**src/rtl/mem_arbiter.sv**
```systemverilog
// mem_arbiter: shares one multi-cycle memory port between fetch and load/store, with watchdog (round-robin ties under MEM_ARB_RR_EN)
module mem_arbiter #(
  parameter int AW        = 32,
  parameter int DW        = 32,
  parameter int TO_CYCLES = 255
) (
  input  logic          clk,
  input  logic          rst,
  input  logic          if_req,
  input  logic [AW-1:0] if_addr,
  input  logic          d_req,
  input  logic          d_we,
  input  logic [2:0]    d_funct3,
  input  logic [AW-1:0] d_addr,
  input  logic [DW-1:0] d_wdata,
  output logic          if_ack,
  output logic          d_ack,
  output logic [DW-1:0] rdata,
  output logic          err,
  output logic          busy,
  output logic          m_req,
  output logic          m_we,
  output logic [AW-1:0] m_addr,
  output logic [DW-1:0] m_wdata,
  output logic [2:0]    m_funct3,
  input  logic          m_valid,
  input  logic [DW-1:0] m_rdata
);
  typedef enum logic [1:0] {IDLE, REQ, WAIT, RESP} state_t;
  localparam logic [7:0] TO = 8'(TO_CYCLES);
  state_t state_q, state_d;
  logic [7:0] wd_q, wd_d;
  logic grant_q, grant_d;
  logic if_ack_q, if_ack_d, d_ack_q, d_ack_d, err_q, err_d, busy_q, busy_d;
  logic m_req_q, m_req_d, m_we_q, m_we_d;
  logic [AW-1:0] m_addr_q, m_addr_d;
  logic [DW-1:0] m_wdata_q, m_wdata_d, rdata_q, rdata_d;
  logic [2:0] m_funct3_q, m_funct3_d;
  logic pick;
`ifdef MEM_ARB_RR_EN
  logic last_q, last_d;
  assign pick = d_req & ~(if_req & last_q);
  // remember who was granted last so the next tie goes the other way
  always_comb last_d = (state_q == IDLE && (if_req | d_req)) ? pick : last_q;
  // last-grant register, reset to fetch so the first tie goes to data
  always_ff @(posedge clk) last_q <= rst ? 1'b0 : last_d;
`else
  assign pick = d_req;
`endif
  // next state, command capture, watchdog and response generation
  always_comb begin
    state_d    = state_q;
    wd_d       = wd_q;
    grant_d    = grant_q;
    m_req_d    = 1'b0;
    m_we_d     = m_we_q;
    m_addr_d   = m_addr_q;
    m_wdata_d  = m_wdata_q;
    m_funct3_d = m_funct3_q;
    if_ack_d   = 1'b0;
    d_ack_d    = 1'b0;
    rdata_d    = rdata_q;
    err_d      = err_q;
    case (state_q)
      IDLE: if (if_req | d_req) begin
        state_d    = REQ;
        grant_d    = pick;
        m_req_d    = 1'b1;
        m_we_d     = pick & d_we;
        m_addr_d   = pick ? d_addr : if_addr;
        m_wdata_d  = pick ? d_wdata : '0;
        m_funct3_d = pick ? d_funct3 : 3'b010;
      end
      REQ: begin
        state_d = WAIT;
        wd_d    = '0;
      end
      WAIT: if (m_valid || wd_q == TO) begin
        state_d  = RESP;
        rdata_d  = (m_valid && !m_we_q) ? m_rdata : '0;
        err_d    = !m_valid;
        if_ack_d = !grant_q;
        d_ack_d  = grant_q;
      end else begin
        wd_d = wd_q + 8'd1;
      end
      default: state_d = IDLE;
    endcase
    busy_d = state_d != IDLE;
  end
  // state and registered outputs
  always_ff @(posedge clk) begin
    if (rst) begin
      state_q    <= IDLE;
      wd_q       <= '0;
      grant_q    <= 1'b0;
      m_req_q    <= 1'b0;
      m_we_q     <= 1'b0;
      m_addr_q   <= '0;
      m_wdata_q  <= '0;
      m_funct3_q <= '0;
      if_ack_q   <= 1'b0;
      d_ack_q    <= 1'b0;
      rdata_q    <= '0;
      err_q      <= 1'b0;
      busy_q     <= 1'b0;
    end else begin
      state_q    <= state_d;
      wd_q       <= wd_d;
      grant_q    <= grant_d;
      m_req_q    <= m_req_d;
      m_we_q     <= m_we_d;
      m_addr_q   <= m_addr_d;
      m_wdata_q  <= m_wdata_d;
      m_funct3_q <= m_funct3_d;
      if_ack_q   <= if_ack_d;
      d_ack_q    <= d_ack_d;
      rdata_q    <= rdata_d;
      err_q      <= err_d;
      busy_q     <= busy_d;
    end
  end
  assign if_ack   = if_ack_q;
  assign d_ack    = d_ack_q;
  assign rdata    = rdata_q;
  assign err      = err_q;
  assign busy     = busy_q;
  assign m_req    = m_req_q;
  assign m_we     = m_we_q;
  assign m_addr   = m_addr_q;
  assign m_wdata  = m_wdata_q;
  assign m_funct3 = m_funct3_q;
endmodule

```
**config.mk**
```make
export PLATFORM = sky130hd
export DESIGN_NAME = mem_arbiter
export DESIGN_NICKNAME = d
export VERILOG_FILES = /design/src/rtl/mem_arbiter.sv
export SDC_FILE = /design/constraint.sdc
export NUM_CORES = 1
export LEC_CHECK = 0
export CAP_MARGIN = 10
export CORE_ASPECT_RATIO = 0.75
export CORE_MARGIN = 2
export CORE_UTILIZATION = 30
export CTS_CLUSTER_SIZE = 20
export DETAILED_ROUTE_END_ITERATION = 7
export GPL_TIMING_DRIVEN = 0
export PLACE_DENSITY = 0.72
export SLEW_MARGIN = 10
export SYNTH_ARGS = -nofsm -noshare
export SYNTH_HDL_FRONTEND = slang
export SYNTH_SLANG_ARGS = --single-unit
```
**constraint.sdc**
```tcl
create_clock -name clk -period 1.6 [get_ports clk]
set_input_delay 0.24 -clock clk [delete_from_list [all_inputs] [get_ports clk]]
set_output_delay 0.24 -clock clk [all_outputs]
set_load 0.1 [all_outputs]
```
==> metrics.txt <==
syn avg cell area=9.71 um^2; Max Cap Viol=0; Final Max Tran Viols=0; H-tree depth=4; post-route minimum period=1.62 ns; most frequent cells after synthesis=116 x dfxtp_1, 42 x nand3_1, 41 x a21oi_1; pwr/cell area=2060 mW/mm^2; Slew headroom=a little over 60%; CP Launch Type=flop; cts hold-fix bufs=0; Avg WL per Cell=about 16 um; row count=38; Synth area leader=dfxtp_1; Initial DRC Count=just under 200; failing checks=setup timing; worst endpoint data arrival time=just under 2 ns; Routed WL=~15000 um; first-pass GRT wire length=~23000 um; initial core utilization=just over 30%; RSZ-0062 raised after global routing=true; Slew @ Worst Pin=about 0.58 ns; dpl hpwl=between 10000 and 15000 um; Worst Skew=0.00865 ns; Worst-path clk slew=around 0.060 ns; top cell type's share of synthesized area=between 50% and 60%; initial antenna violation count=0; Crit Path Class=reg -> reg; most common cell in the netlist=dfxtp_1; post-route setup slack=-0.0153 ns; P&R area growth vs syn=80.5%; Fillers=between 1000 and 1500; Multi-input gate area=around 0.002 mm^2; layout cells sized above 1=approximately 27%; Clock Sinks=116; Top FF cell, synth=dfxtp_1; Seq. cell area=0.00234 mm^2; Req. time, crit path=approximately 1.9 ns; clk buf depth=2; multiplexer share of the synthesized area=around 7.4%; fin crit share=101%; # nets final=between 800 and 900; HP Class=in -> reg; Clock Latency Late Sink=about 0.40 ns; die area=roughly 0.016 mm^2; post-synthesis xor/xnor area fraction=less than 1%; routability cong.=~0.8; Final setup viols=1; Synth cell types=43; Hold Violations, Final=0; CP Cell Sequence=inv_4 -> ha_4 -> and2b_2 -> o211ai_1 -> or4_1 -> nand3_1; setup slack after placement=-0.424 ns; fmax=between 600 and 700 MHz; Worst Setup End Kind=flop; main combinational cell family by area after synthesis=compound AO/OA/AOI/OAI gates; # port buffers=240; Synth Cell Area=~0.0045 mm^2; die width=145 um; top cells by area, synth=dfxtp_1 52%, mux2i_1 7.2%, a22o_1 6.3%, a211oi_1 5.5%, nand3_1 4.7%; Yosys reg bits=116; largest net degree at the start of global routing=17; maximum vdd ir drop=0.00127 V; Yosys warning count=0; ant diodes=0; Cells after Synth=approximately 460; Post-synth EDFFs=0; Total Neg Setup Slack=-0.0153 ns; vias in the first global route=~4700; Root Driver=clkbuf_16; sequential area share after synthesis=about half; Leak=3.09 nW; post-route ant nets=0; core area=0.0145 mm^2; CTS buffer count=17; Vias=4556; gr ovfl total=0; gr usage total=18.3%; CP max-delay cell=or4_1; Power, Total=between 15 and 20 mW; fraction of the mapped netlist area in adder cells=between 1 and 1.5%; post-synthesis compound-gate area fraction=about a fifth; simple-gate area share of the yosys netlist=between 10 and 15%; TritonCTS clock tree=built; Pre-antenna DRT Iters=4; io pins=roughly 240; vias per cell=4.86; DRC viols=0; critical path peak fanout=6; Die H=roughly 110 um; Fin Hold WS=about 0.43 ns; ys async rst share=0%; outcome=finished, violations left; max incr delay on CP=0.52 ns; syn_nets=603
==> critical path: cells and delay by family, from the launching register on <==
kind                     cells  cell delay [ns]
AND/OR/NAND/NOR              3             0.83
flip-flops                   1             0.36
AO/OA/AOI/OAI                1             0.18
adder cells (fa/ha/maj)      1             0.13
buffers and inverters        1             0.07
==> cells in the final DEF, fill, tap and decap left out, types with 5 or more instances in the layout <==
cell type / Yosys / routed
a211oi_1: 33 / 27
a211oi_2: 0 / 6
a21oi_1: 41 / 41
a22o_1: 32 / 32
buf_2: 19 / 9
buf_4: 0 / 9
buf_6: 3 / 6
bufinv_16: 0 / 5
clkbuf_1: 16 / 9
clkbuf_16: 0 / 17
clkbuf_2: 0 / 6
clkbuf_4: 1 / 7
clkdlybuf4s15_2: 0 / 97
clkdlybuf4s18_2: 0 / 6
clkdlybuf4s50_1: 0 / 135
dfxtp_1: 116 / 109
dfxtp_2: 0 / 5
mux2i_1: 32 / 32
nand2_1: 39 / 39
nand3_1: 42 / 42
nor2_1: 36 / 36
==> final timing paths <==
check,from,endpoint,slack (ns),cells after the start
min,d_funct3[0],m_funct3[0],0.43,3
max,state_q[0],wd_q[5],-0.02,6
max reg2reg,state_q[0],wd_q[5],-0.02,6
min reg2reg,m_wdata[22],m_wdata[22],0.45,2
==> metal layers <==
layer  global-route usage, %  share of wire, %
met4                    7.99               2.5
met1                    20.6                41
met5                       0                 0
met2                    32.7                50
met3                    5.56               5.8
==> cell type report <==
| class | instances | share of cell area, % |
|---|---|---|
| clock buffers | 20 | 5.66 |
| flip-flops and latches | 116 | 28.9 |
| multi-input cells | 301 | 24.9 |
| clock inverters | 12 | 2.49 |
| plain buffers | 40 | 3.18 |
| inverters | 4 | 0.217 |
| repair buffers | 244 | 31.5 |
| well taps | 200 | 3.10 |
==> cell families after synthesis <==
family / Yosys count
buffers and inverters: 44
xor gates and xnor gates: 1
AOI/OAI and AO/OA: 125
DFF: 116
adders and majority gates: 5
muxes: 33
and+or+nand+nor: 137
==> report_power, final <==
group | switching (mW) | internal (mW) | total, mW
clock | 1.36 | 2.85 | 4.21
sequential | 0.390 | 3.58 | 3.97
combinational | 6.40 | 2.06 | 8.46
total | 8.14 | 8.50 | 16.6
==> sequential cells by signal, summed over array words and instances, names as in the netlist <==
register and count:
busy 1, d_ack 1, err 1, grant_q 1
if_ack 1, m_addr 32, m_funct3 3, m_req 1
m_wdata 32, m_we 1, rdata 32, state_q 2
wd_q 8
==> timing repair <==
item / 4_1_cts / 5_1_grt
pin swaps: 0 / 4
endpoints found under the setup margin: 190 / 105
gates resized for setup: 335 / 46
buffers inserted: 0 / 4
hold endpoints to repair: 0 / 0
==> through the flow <==
| stage | util, % | cells | instance area (um^2) |
|---|---|---|---|
| floorplan | - | 461 | 4480 |
| global placement | 49.2 | 901 | 7130 |
| detailed placement | 49.2 | 901 | 7130 |
| CTS | 55.0 | 933 | 7970 |
| global route | 55.7 | 937 | 8080 |
| finish | 55.7 | 937 | 8080 |
No activity file was read; power rests on OpenSTA's default activity.
